File: src/rtl/connection_status_toe_pkg.sv
// Shared types and defaults for the connect-status return path.
package connection_status_toe_pkg;

  localparam int HOST_ADDR_WIDTH     = 32;
  localparam int DEF_TIMEOUT_CYCLES  = 1024;
  localparam int DEF_BACKOFF_CYCLES  = 16;
  localparam int DEF_MAX_RETRY       = 3;

  typedef enum logic [1:0] {
    ST_IDLE    = 2'd0,
    ST_WAIT    = 2'd1,
    ST_BACKOFF = 2'd2,
    ST_UP      = 2'd3
  } conn_state_e;

endpackage

File: src/rtl/connection_status_toe_if.sv
// Request/status/result bundle between the API, the TOE status path and the tracker.
interface connection_status_toe_if
  import connection_status_toe_pkg::*;
#(
  parameter int HOST_ADDR = HOST_ADDR_WIDTH
);
  logic                 req_i;
  logic [HOST_ADDR-1:0] req_addr_i;
  logic                 status_valid_i;
  logic                 status_ok_i;
  logic [HOST_ADDR-1:0] status_addr_i;
  logic                 close_i;
  logic                 retry_o;
  logic [HOST_ADDR-1:0] retry_addr_o;
  logic                 connected_o;
  logic [HOST_ADDR-1:0] connected_addr_o;
  logic                 done_o;
  logic                 fail_o;
  logic                 closed_o;
  logic                 busy_o;

  modport slave (
    input  req_i, req_addr_i, status_valid_i, status_ok_i, status_addr_i, close_i,
    output retry_o, retry_addr_o, connected_o, connected_addr_o,
           done_o, fail_o, closed_o, busy_o
  );

  modport master (
    output req_i, req_addr_i, status_valid_i, status_ok_i, status_addr_i, close_i,
    input  retry_o, retry_addr_o, connected_o, connected_addr_o,
           done_o, fail_o, closed_o, busy_o
  );
endinterface

File: src/rtl/connection_status_toe_conn_timer.sv
// Clearable saturating up-counter with a terminal-count flag, shared by timeout and backoff.
module connection_status_toe_conn_timer #(
  parameter int WIDTH = 10
) (
  input  logic             clk,
  input  logic             rst,
  input  logic             clear_i,
  input  logic             en_i,
  input  logic [WIDTH-1:0] term_i,
  output logic             tc_o
);

  logic [WIDTH-1:0] count_q, count_d;

  always_comb begin
    count_d = count_q;
    if (clear_i) begin
      count_d = '0;
    end else if (en_i && (count_q != '1)) begin
      count_d = count_q + 1'b1;
    end
  end

  always_ff @(posedge clk or negedge rst) begin
    if (!rst) begin
      count_q <= '0;
    end else begin
      count_q <= count_d;
    end
  end

  assign tc_o = (count_q == term_i);

endmodule

File: src/rtl/connection_status_toe.sv
// Tracks each connect request toward the TOE: waits for status, retries with backoff, reports result.
module connection_status_toe
  import connection_status_toe_pkg::*;
#(
  parameter int HOST_ADDR      = HOST_ADDR_WIDTH,
  parameter int TIMEOUT_CYCLES = DEF_TIMEOUT_CYCLES,
  parameter int BACKOFF_CYCLES = DEF_BACKOFF_CYCLES,
  parameter int MAX_RETRY      = DEF_MAX_RETRY
) (
  input logic                    clk,
  input logic                    rst,
  connection_status_toe_if.slave bus
);

  localparam int TW = $clog2(TIMEOUT_CYCLES);
  localparam int RW = (MAX_RETRY > 0) ? $clog2(MAX_RETRY + 1) : 1;

  conn_state_e          state_q, state_d;
  logic [HOST_ADDR-1:0] addr_q, addr_d;
  logic [RW-1:0]        retry_cnt_q, retry_cnt_d;
  logic                 retry_q, retry_d;
  logic                 done_q, done_d;
  logic                 fail_q, fail_d;
  logic                 closed_q, closed_d;
  logic                 connected_q, connected_d;
  logic                 busy_q, busy_d;

  logic          timer_clr, timer_en, timer_tc;
  logic [TW-1:0] timer_term;
  logic          status_match;

  assign status_match = bus.status_valid_i && (bus.status_addr_i == addr_q);

  connection_status_toe_conn_timer #(
    .WIDTH (TW)
  ) u_conn_timer (
    .clk     (clk),
    .rst     (rst),
    .clear_i (timer_clr),
    .en_i    (timer_en),
    .term_i  (timer_term),
    .tc_o    (timer_tc)
  );

  always_comb begin
    state_d     = state_q;
    addr_d      = addr_q;
    retry_cnt_d = retry_cnt_q;
    timer_clr   = 1'b0;
    timer_en    = 1'b0;
    timer_term  = TW'(TIMEOUT_CYCLES - 1);
    retry_d     = 1'b0;
    done_d      = 1'b0;
    fail_d      = 1'b0;
    closed_d    = 1'b0;

    case (state_q)
      ST_IDLE: begin
        if (bus.req_i) begin
          addr_d      = bus.req_addr_i;
          retry_cnt_d = '0;
          timer_clr   = 1'b1;
          state_d     = ST_WAIT;
        end
      end
      ST_WAIT: begin
        timer_en = 1'b1;
        // A matching status outranks a simultaneous timeout.
        if (status_match && bus.status_ok_i) begin
          done_d  = 1'b1;
          state_d = ST_UP;
        end else if (status_match || timer_tc) begin
          if (retry_cnt_q < RW'(MAX_RETRY)) begin
            retry_cnt_d = retry_cnt_q + 1'b1;
            timer_clr   = 1'b1;
            state_d     = ST_BACKOFF;
          end else begin
            fail_d  = 1'b1;
            state_d = ST_IDLE;
          end
        end
      end
      ST_BACKOFF: begin
        timer_en   = 1'b1;
        timer_term = TW'(BACKOFF_CYCLES - 1);
        if (timer_tc) begin
          retry_d   = 1'b1;
          timer_clr = 1'b1;
          state_d   = ST_WAIT;
        end
      end
      ST_UP: begin
        if (bus.close_i) begin
          closed_d = 1'b1;
          state_d  = ST_IDLE;
        end
      end
      default: state_d = ST_IDLE;
    endcase

    busy_d      = (state_d == ST_WAIT) || (state_d == ST_BACKOFF);
    connected_d = (state_d == ST_UP);
  end

  always_ff @(posedge clk or negedge rst) begin
    if (!rst) begin
      state_q     <= ST_IDLE;
      addr_q      <= '0;
      retry_cnt_q <= '0;
      retry_q     <= 1'b0;
      done_q      <= 1'b0;
      fail_q      <= 1'b0;
      closed_q    <= 1'b0;
      connected_q <= 1'b0;
      busy_q      <= 1'b0;
    end else begin
      state_q     <= state_d;
      addr_q      <= addr_d;
      retry_cnt_q <= retry_cnt_d;
      retry_q     <= retry_d;
      done_q      <= done_d;
      fail_q      <= fail_d;
      closed_q    <= closed_d;
      connected_q <= connected_d;
      busy_q      <= busy_d;
    end
  end

  assign bus.retry_o          = retry_q;
  assign bus.retry_addr_o     = addr_q;
  assign bus.connected_o      = connected_q;
  assign bus.connected_addr_o = addr_q;
  assign bus.done_o           = done_q;
  assign bus.fail_o           = fail_q;
  assign bus.closed_o         = closed_q;
  assign bus.busy_o           = busy_q;

endmodule
File: src/flat_wrapper.sv
// flat-port wrapper written by rule: the top's interface ports become plain ports
module connection_status_toe_flat import connection_status_toe_pkg::*;
#(
  parameter int HOST_ADDR      = HOST_ADDR_WIDTH,
  parameter int TIMEOUT_CYCLES = DEF_TIMEOUT_CYCLES,
  parameter int BACKOFF_CYCLES = DEF_BACKOFF_CYCLES,
  parameter int MAX_RETRY      = DEF_MAX_RETRY
)
  (clk, rst, bus_req_i, bus_req_addr_i, bus_status_valid_i, bus_status_ok_i, bus_status_addr_i, bus_close_i, bus_retry_o, bus_retry_addr_o, bus_connected_o, bus_connected_addr_o, bus_done_o, bus_fail_o, bus_closed_o, bus_busy_o);
  connection_status_toe_if #(.HOST_ADDR(HOST_ADDR)) bus_i ();
  input logic clk;
  input logic rst;
  input wire logic [$bits(bus_i.req_i)-1:0] bus_req_i;
  input wire logic [$bits(bus_i.req_addr_i)-1:0] bus_req_addr_i;
  input wire logic [$bits(bus_i.status_valid_i)-1:0] bus_status_valid_i;
  input wire logic [$bits(bus_i.status_ok_i)-1:0] bus_status_ok_i;
  input wire logic [$bits(bus_i.status_addr_i)-1:0] bus_status_addr_i;
  input wire logic [$bits(bus_i.close_i)-1:0] bus_close_i;
  output wire logic [$bits(bus_i.retry_o)-1:0] bus_retry_o;
  output wire logic [$bits(bus_i.retry_addr_o)-1:0] bus_retry_addr_o;
  output wire logic [$bits(bus_i.connected_o)-1:0] bus_connected_o;
  output wire logic [$bits(bus_i.connected_addr_o)-1:0] bus_connected_addr_o;
  output wire logic [$bits(bus_i.done_o)-1:0] bus_done_o;
  output wire logic [$bits(bus_i.fail_o)-1:0] bus_fail_o;
  output wire logic [$bits(bus_i.closed_o)-1:0] bus_closed_o;
  output wire logic [$bits(bus_i.busy_o)-1:0] bus_busy_o;
  assign bus_i.req_i = bus_req_i;
  assign bus_i.req_addr_i = bus_req_addr_i;
  assign bus_i.status_valid_i = bus_status_valid_i;
  assign bus_i.status_ok_i = bus_status_ok_i;
  assign bus_i.status_addr_i = bus_status_addr_i;
  assign bus_i.close_i = bus_close_i;
  assign bus_retry_o = bus_i.retry_o;
  assign bus_retry_addr_o = bus_i.retry_addr_o;
  assign bus_connected_o = bus_i.connected_o;
  assign bus_connected_addr_o = bus_i.connected_addr_o;
  assign bus_done_o = bus_i.done_o;
  assign bus_fail_o = bus_i.fail_o;
  assign bus_closed_o = bus_i.closed_o;
  assign bus_busy_o = bus_i.busy_o;
  connection_status_toe #(.HOST_ADDR(HOST_ADDR), .TIMEOUT_CYCLES(TIMEOUT_CYCLES), .BACKOFF_CYCLES(BACKOFF_CYCLES), .MAX_RETRY(MAX_RETRY)) u_core (.clk(clk), .rst(rst), .bus(bus_i));
endmodule
File: config.mk
export PLATFORM = sky130hd
export DESIGN_NAME = connection_status_toe_flat
export DESIGN_NICKNAME = d
export VERILOG_FILES = /design/src/rtl/connection_status_toe_pkg.sv /design/src/rtl/connection_status_toe_if.sv /design/src/rtl/connection_status_toe_conn_timer.sv /design/src/rtl/connection_status_toe.sv /design/src/flat_wrapper.sv
export SDC_FILE = /design/constraint.sdc
export NUM_CORES = 1
export LEC_CHECK = 0
export CORE_MARGIN = 3
export CORE_UTILIZATION = 29
export DETAILED_ROUTE_END_ITERATION = 7
export SYNTH_ARGS = -nofsm -noshare
export SYNTH_HDL_FRONTEND = slang
export SYNTH_SLANG_ARGS = --single-unit
export TNS_END_PERCENT = 20
File: constraint.sdc
create_clock -name clk -period 4.7 [get_ports clk]
set_input_delay 0.47 -clock clk [delete_from_list [all_inputs] [get_ports clk]]
set_output_delay 0.47 -clock clk [all_outputs]
set_load 0.05 [all_outputs]
## Word-level counts from Yosys, hierarchy flattened

Cells that the tools add are included.

- $add $sub $neg: 2
- Magnitude comparators: 1
- Equality and inequality tests: 13
- Muxes and demuxes: 31
- Reduce and logical (&&, ||, !) cells: 11

Operators with widths:

| kind | count |
|---|---|
| $eq 32x32->1 | 1 |
| $mux 10 | 3 |
| $mux 2 | 10 |
| $mux 1 | 15 |
| $add 10x1->10 const B | 1 |
| $eq 10x10->1 | 1 |
| $ne 10x10->1 const B | 1 |
| $eq 2x2->1 const B | 4 |
| $pmux 2 s4 | 1 |
| $reduce_and 5->1 | 1 |
| $eq 2x1->1 const B | 2 |
| $ne 2x1->1 const B | 2 |
| $ne 2x2->1 const B | 2 |
| $pmux 2 s2 | 1 |
| $reduce_bool 2->1 | 2 |
| $logic_and 1x1->1 | 3 |
| $pmux 1 s3 | 1 |
| $add 2x1->2 const B | 1 |
| $logic_not 2->1 | 1 |
| $logic_or 1x1->1 | 2 |
| $lt 2x2->1 const B | 1 |
| $reduce_and 2->1 | 1 |
| $reduce_or 2->1 | 1 |

- Flip-flop bits (word level): 52
- Bits of input ports: 70
- Output and inout port bits: 70

## Logic depth before layout (Yosys ltp)

- Word-level depth: 9
- Mapped depth: 10

## Cells and area by module

Synthesis repeated with hierarchy kept, for this count alone.

- Cells, all modules: 274
- Area, all modules: 3,032.9 um^2

Modules (own cells, without submodules):

| module | times used | cells an instance | area an instance (um^2) | sequential area each (um^2) |
|---|---|---|---|---|
| connection_status_toe | 1 | 202 | 2,348.5 | 1,051.0 |
| connection_status_toe_conn_timer | 1 | 72 | 684.4 | 250.2 |

## Least setup slack after synthesis

OpenSTA, ideal clock, no wires.

- Path type: register to register
- Start point: register u_core.addr_q[1] (netlist: u_core.bus.connected_addr_o[1])
- End point: register u_core.u_conn_timer.count_q[0]
- Setup time: 0.141 ns
- Data arrival time: 2.316 ns
- Path slack: 2.244 ns
- Stages on the path, launching flop included: 8
- Path buffers: 0
- Clock period less this slack: 2.456 ns
- Path through: dfrtp_1 xnor2_1 nand4_1 nor4_1 nand4_1 mux2_2 o41ai_4 nor2_1

- Longest elaborated chain between the ends: 7
- Elaborated cells between the ends (all ways): 9
- Classes of those cells: 1 x eq/ne; 4 x mux; 4 x reduce/logical

Ends and longest elaborated chain:

| element | RTL line | RTL |
|---|---|---|
| from (decl) | connection_status_toe.sv:19 | `logic [HOST_ADDR-1:0] addr_q, addr_d;` |
| from (signal assigned) | connection_status_toe.sv:118 | `addr_q <= addr_d;` |
| $eq 32x32->1 (*) | connection_status_toe.sv:32 | `assign status_match = bus.status_valid_i && (bus.status_addr_i == addr_q);` |
| $logic_and 1x1->1 (*) | connection_status_toe.sv:32 |  |
| $logic_or 1x1->1 | connection_status_toe.sv:72 | `end else if (status_match \|\| timer_tc) begin` |
| $mux 1 | connection_status_toe.sv:72 |  |
| $mux 1 (*) | connection_status_toe.sv:69 | `if (status_match && bus.status_ok_i) begin` |
| $pmux 1 s3 (*) | connection_status_toe.sv:57 | `case (state_q)` |
| $mux 10 / $reduce_bool 2->1 (equally long branches) | -- |  |
| to (signal assigned) | connection_status_toe_conn_timer.sv:28 | `count_q <= count_d;` |
| to (decl) | connection_status_toe_conn_timer.sv:13 | `logic [WIDTH-1:0] count_q, count_d;` |

Every way passes the cells marked *; elsewhere a longest branch is shown, timed or not.
A chain may end at the register's enable or synchronous reset.

## Final worst setup path

- Start point: input port bus_status_addr_i[31]
- End point: register u_core.u_conn_timer.count_q[6]

- Longest elaborated chain between the ends: 7
- Elaborated cells between the ends (all ways): 9
- Classes of those cells: 1 x eq/ne; 4 x mux; 4 x reduce/logical

Ends and longest elaborated chain:

| element | RTL line | RTL |
|---|---|---|
| from (decl) | flat_wrapper.sv:17 | `input wire logic [$bits(bus_i.status_addr_i)-1:0] bus_status_addr_i;` |
| $eq 32x32->1 (*) | connection_status_toe.sv:32 |  |
| $logic_and 1x1->1 (*) | connection_status_toe.sv:32 |  |
| $logic_or 1x1->1 | connection_status_toe.sv:72 |  |
| $mux 1 | connection_status_toe.sv:72 |  |
| $mux 1 (*) | connection_status_toe.sv:69 |  |
| $pmux 1 s3 (*) | connection_status_toe.sv:57 |  |
| $mux 10 / $reduce_bool 2->1 (equally long branches) | -- |  |

Marked as above.

==> results_dict.tcl <==
set metrics [dict create \
    cts_hold_buf 0 \
    multiInputGateArea_sq_um 1330 \
    relSlewSlack_pct 55.4 \
    place.gp.congestion 0.791 \
    ys_types 35 \
    area_delta_synth_final_pct 50.2 \
    arrival_ps 3030 \
    synth_compound_area_share_pct 4.25 \
    dp_cells 491 \
    drv_slew 0 \
    grt_max_degree 53 \
    yosys.area.top_type "dfrtp_1" \
    synthAdderAreaFrac_pct 3.86 \
    ys_warn_count 0 \
    crit_family "simple AND/OR/NAND/NOR gates" \
    fin_cells 499 \
    postPlaceCellArea_sq_um 4220 \
    finalSetupViolCount 0 \
    rsz0062_at_grt "no" \
    setup.worst_path.end_class "flip-flop" \
    ioPinCount 140 \
    wire_per_inst_um 15.2 \
    slowest_stage "o41ai_4" \
    die-height_um 106 \
    synth_edf_count 0 \
    drive_gt1_share_pct 13.5 \
    fin_tns_setup_ps 0 \
    wl_mm 7.57 \
    hp-class "in2async" \
    vias 2230 \
    ys_seq_area_share_pct 44.7 \
    grtUsageTotal_pct 13.6 \
    postCtsSetupBuffers 0 \
    worstPathRequired_ps 4880 \
    synth_top_family_by_area "multiplexers" \
    antenna_cells 0 \
    drtPass1Iterations 4 \
    die_width_um 106 \
    dpl_worst_slack_ps 1500 \
    crit_fanout 10 \
    post-route-period-util_pct 60.6 \
    design_area_sq_um 4380 \
    rows 35 \
    yosys.area_share.xor_xnor_pct 12.3 \
    numCtsBuffers 5 \
    floorplan.die_area_sq_um 11300 \
    final_antenna_net_count 0 \
    p_leak_nw 1.77 \
    start_util_pct 30.7 \
    synth-simple-area-share_pct 11.1 \
    async_flop_share_pct 100 \
    synth_commonest_cells "dfrtp_1, mux2_2, buf_4, xnor2_1, nor2_1" \
    cp_num_buf_inv 1 \
    path_clk_slew_ps 100 \
    ys_ff_latch 52 \
    syn-cell-area_sq_um 2910 \
    routed_via_density 4.47 \
    drt_iter0_drc 32 \
    power_mw 3.41 \
    grt_overflow 0 \
    cts_root_buf "clkbuf_8" \
    syn_avg_cell_area_sq_um 11.3 \
    drc 0 \
    maxCapViolCount 0 \
    r2r-start "u_core.bus.connected_addr_o[27]" \
    fin_skew_ps 10.2 \
    synth_ff_type "dfrtp_1" \
    critPathMaxStageDelay_ps 510 \
    io_buffers 139 \
    hold_viol 0 \
    cpMostUsedCell "nand4_1" \
    synthMuxAreaShare_pct 14.2 \
    cts_resized 0 \
    cts_num_sinks 52 \
    dp_hpwl_mm 5.81 \
    tightest_slew_ps 669 \
    clkLatencyLatePin_ps 320 \
    status "finished, final reports clean" \
    seq_area_sq_um 1300 \
    synthCells 257 \
    cts_tree "done" \
    final_nets 448 \
    clock_path_buffers 2 \
    p_per_area_nw_per_um2 779 \
    max_freq_ghz 0.351 \
    period_needed_ps 2850 \
    grt_pass1_vias 2329 \
    crit_path_start_kind "input port" \
    cp-startpoint "bus_status_addr_i[31]" \
    h-tree-depth 2 \
    fillCellCount 908 \
    path_class "in2reg" \
    core_sq_um 9500 \
    path_cells "clkdlybuf4s50_1, xnor2_1, nand4_1, nor4_1, nand4_1, mux2_2, o41ai_4, nor2_1" \
    grt_pass1_wl_mm 12.2 \
    fin_util_pct 46.1 \
    synth_nets 336 \
    fin_hold_ws_ps 254 \
    yosys.area.top_type_share_pct 44.7 \
    vdd_drop_max_v 0.000469 \
    yosysMostFrequentCell "dfrtp_1" \
    setup_slack_ps 1850 \
    antenna_found_initial 0 \
    ys_top_cells_by_area "dfrtp_1, mux2_2, xnor2_1" \
]
-- cell families (layout without fill, tap and decap cells) --
| group | count (synthesis) | in the layout |
|---|---|---|
| mux | 37 | 37 |
| fa+ha+maj | 9 | 9 |
| compound gates | 15 | 15 |
| flops | 52 | 52 |
| simple gates | 61 | 61 |
| xor+xnor | 41 | 41 |
| buf+inv | 42 | 155 |
-- layer usage --
| metal | global-route usage [%] | wire, um | up-vias |
|---|---|---|---|
| met2 | 25.0 | 3910 | 83 |
| met4 | 3.33 | 81 | 0 |
| met1 | 15.9 | 3140 | 1071 |
| met3 | 3.22 | 439 | 6 |
| met5 | 0 | 0 | - |
| li1 | - | - | 1070 |
-- worst reg2reg max path, stage by stage, from the launching register on --
cell and delay [ps]:
dfrtp_1 440, xnor2_1 170, nand4_1 110, nor4_1 500, nand4_1 340, mux2_2 380
o41ai_4 510, nor2_1 110
-- state kept, by name, indices dropped and copies added (netlist names) --
name / cells
u_core.bus.fail_o: 1
u_core.state_q: 2
u_core.u_conn_timer.count_q: 10
u_core.bus.retry_o: 1
u_core.bus.done_o: 1
u_core.bus.closed_o: 1
u_core.bus.connected_o: 1
u_core.retry_cnt_q: 2
u_core.bus.busy_o: 1
u_core.bus.connected_addr_o: 32
-- power by group --
part	switching [mW]	total (mW)	internal, mW	leakage (nW)
clock network	0.156	0.423	0.266	0.0784
registers	0.201	0.814	0.613	0.646
logic	1.37	2.17	0.800	1.04
-- path summary, 6_finish.rpt --
kind                                                  end  slack [ps]  cells after the start
min in group clk           u_core.u_conn_timer.count_q[1]         570                      2
min                        u_core.bus.connected_addr_o[1]         250                      2
max reg2reg                u_core.u_conn_timer.count_q[6]        1990                      7
max in group asynchronous  u_core.u_conn_timer.count_q[1]        3990                      2
min reg2reg                u_core.u_conn_timer.count_q[1]         570                      2
max                        u_core.u_conn_timer.count_q[6]        1850                      8
-- area by class of cell --
class | count | area share, %
Timing Repair Buffer | 141 | 32.0
Multi-Input combinational cell | 163 | 30.4
Sequential cell | 52 | 29.7
Tap cell | 129 | 3.69
Clock inverter | 3 | 2.06
Clock buffer | 5 | 1.57
Inverter | 6 | 0.515
-- placed cells by master, fill, tap and decap left out --
cell	Yosys	final
clkdlybuf4s50_1	0	138
nor2b_1	2	2
or4_1	1	1
or2b_2	1	1
inv_1	6	6
a21oi_1	4	4
a221o_1	1	1
o41ai_4	1	1
bufinv_16	0	3
buf_4	32	2
nor2_1	18	18
nor4_1	2	2
o21ai_0	2	2
dfrtp_1	52	52
mux2_2	34	34
nand2b_1	1	1
ha_1	9	9
and4_1	1	1
nor3_1	4	4
a211oi_1	2	2
o211ai_1	2	2
o31a_1	1	1
and3_2	1	1
nor3b_1	1	1
nand3_1	8	8
mux2i_1	3	3
nand4_1	10	10
nor4_2	1	1
and2_1	2	2
xnor2_1	32	32
buf_2	0	1
and4b_1	1	1
nand2_1	7	7
clkbuf_8	0	5
o21bai_2	1	1
xor2_1	9	9
a31oi_1	1	1
Note: power is estimated with default switching activity, not from simulation.
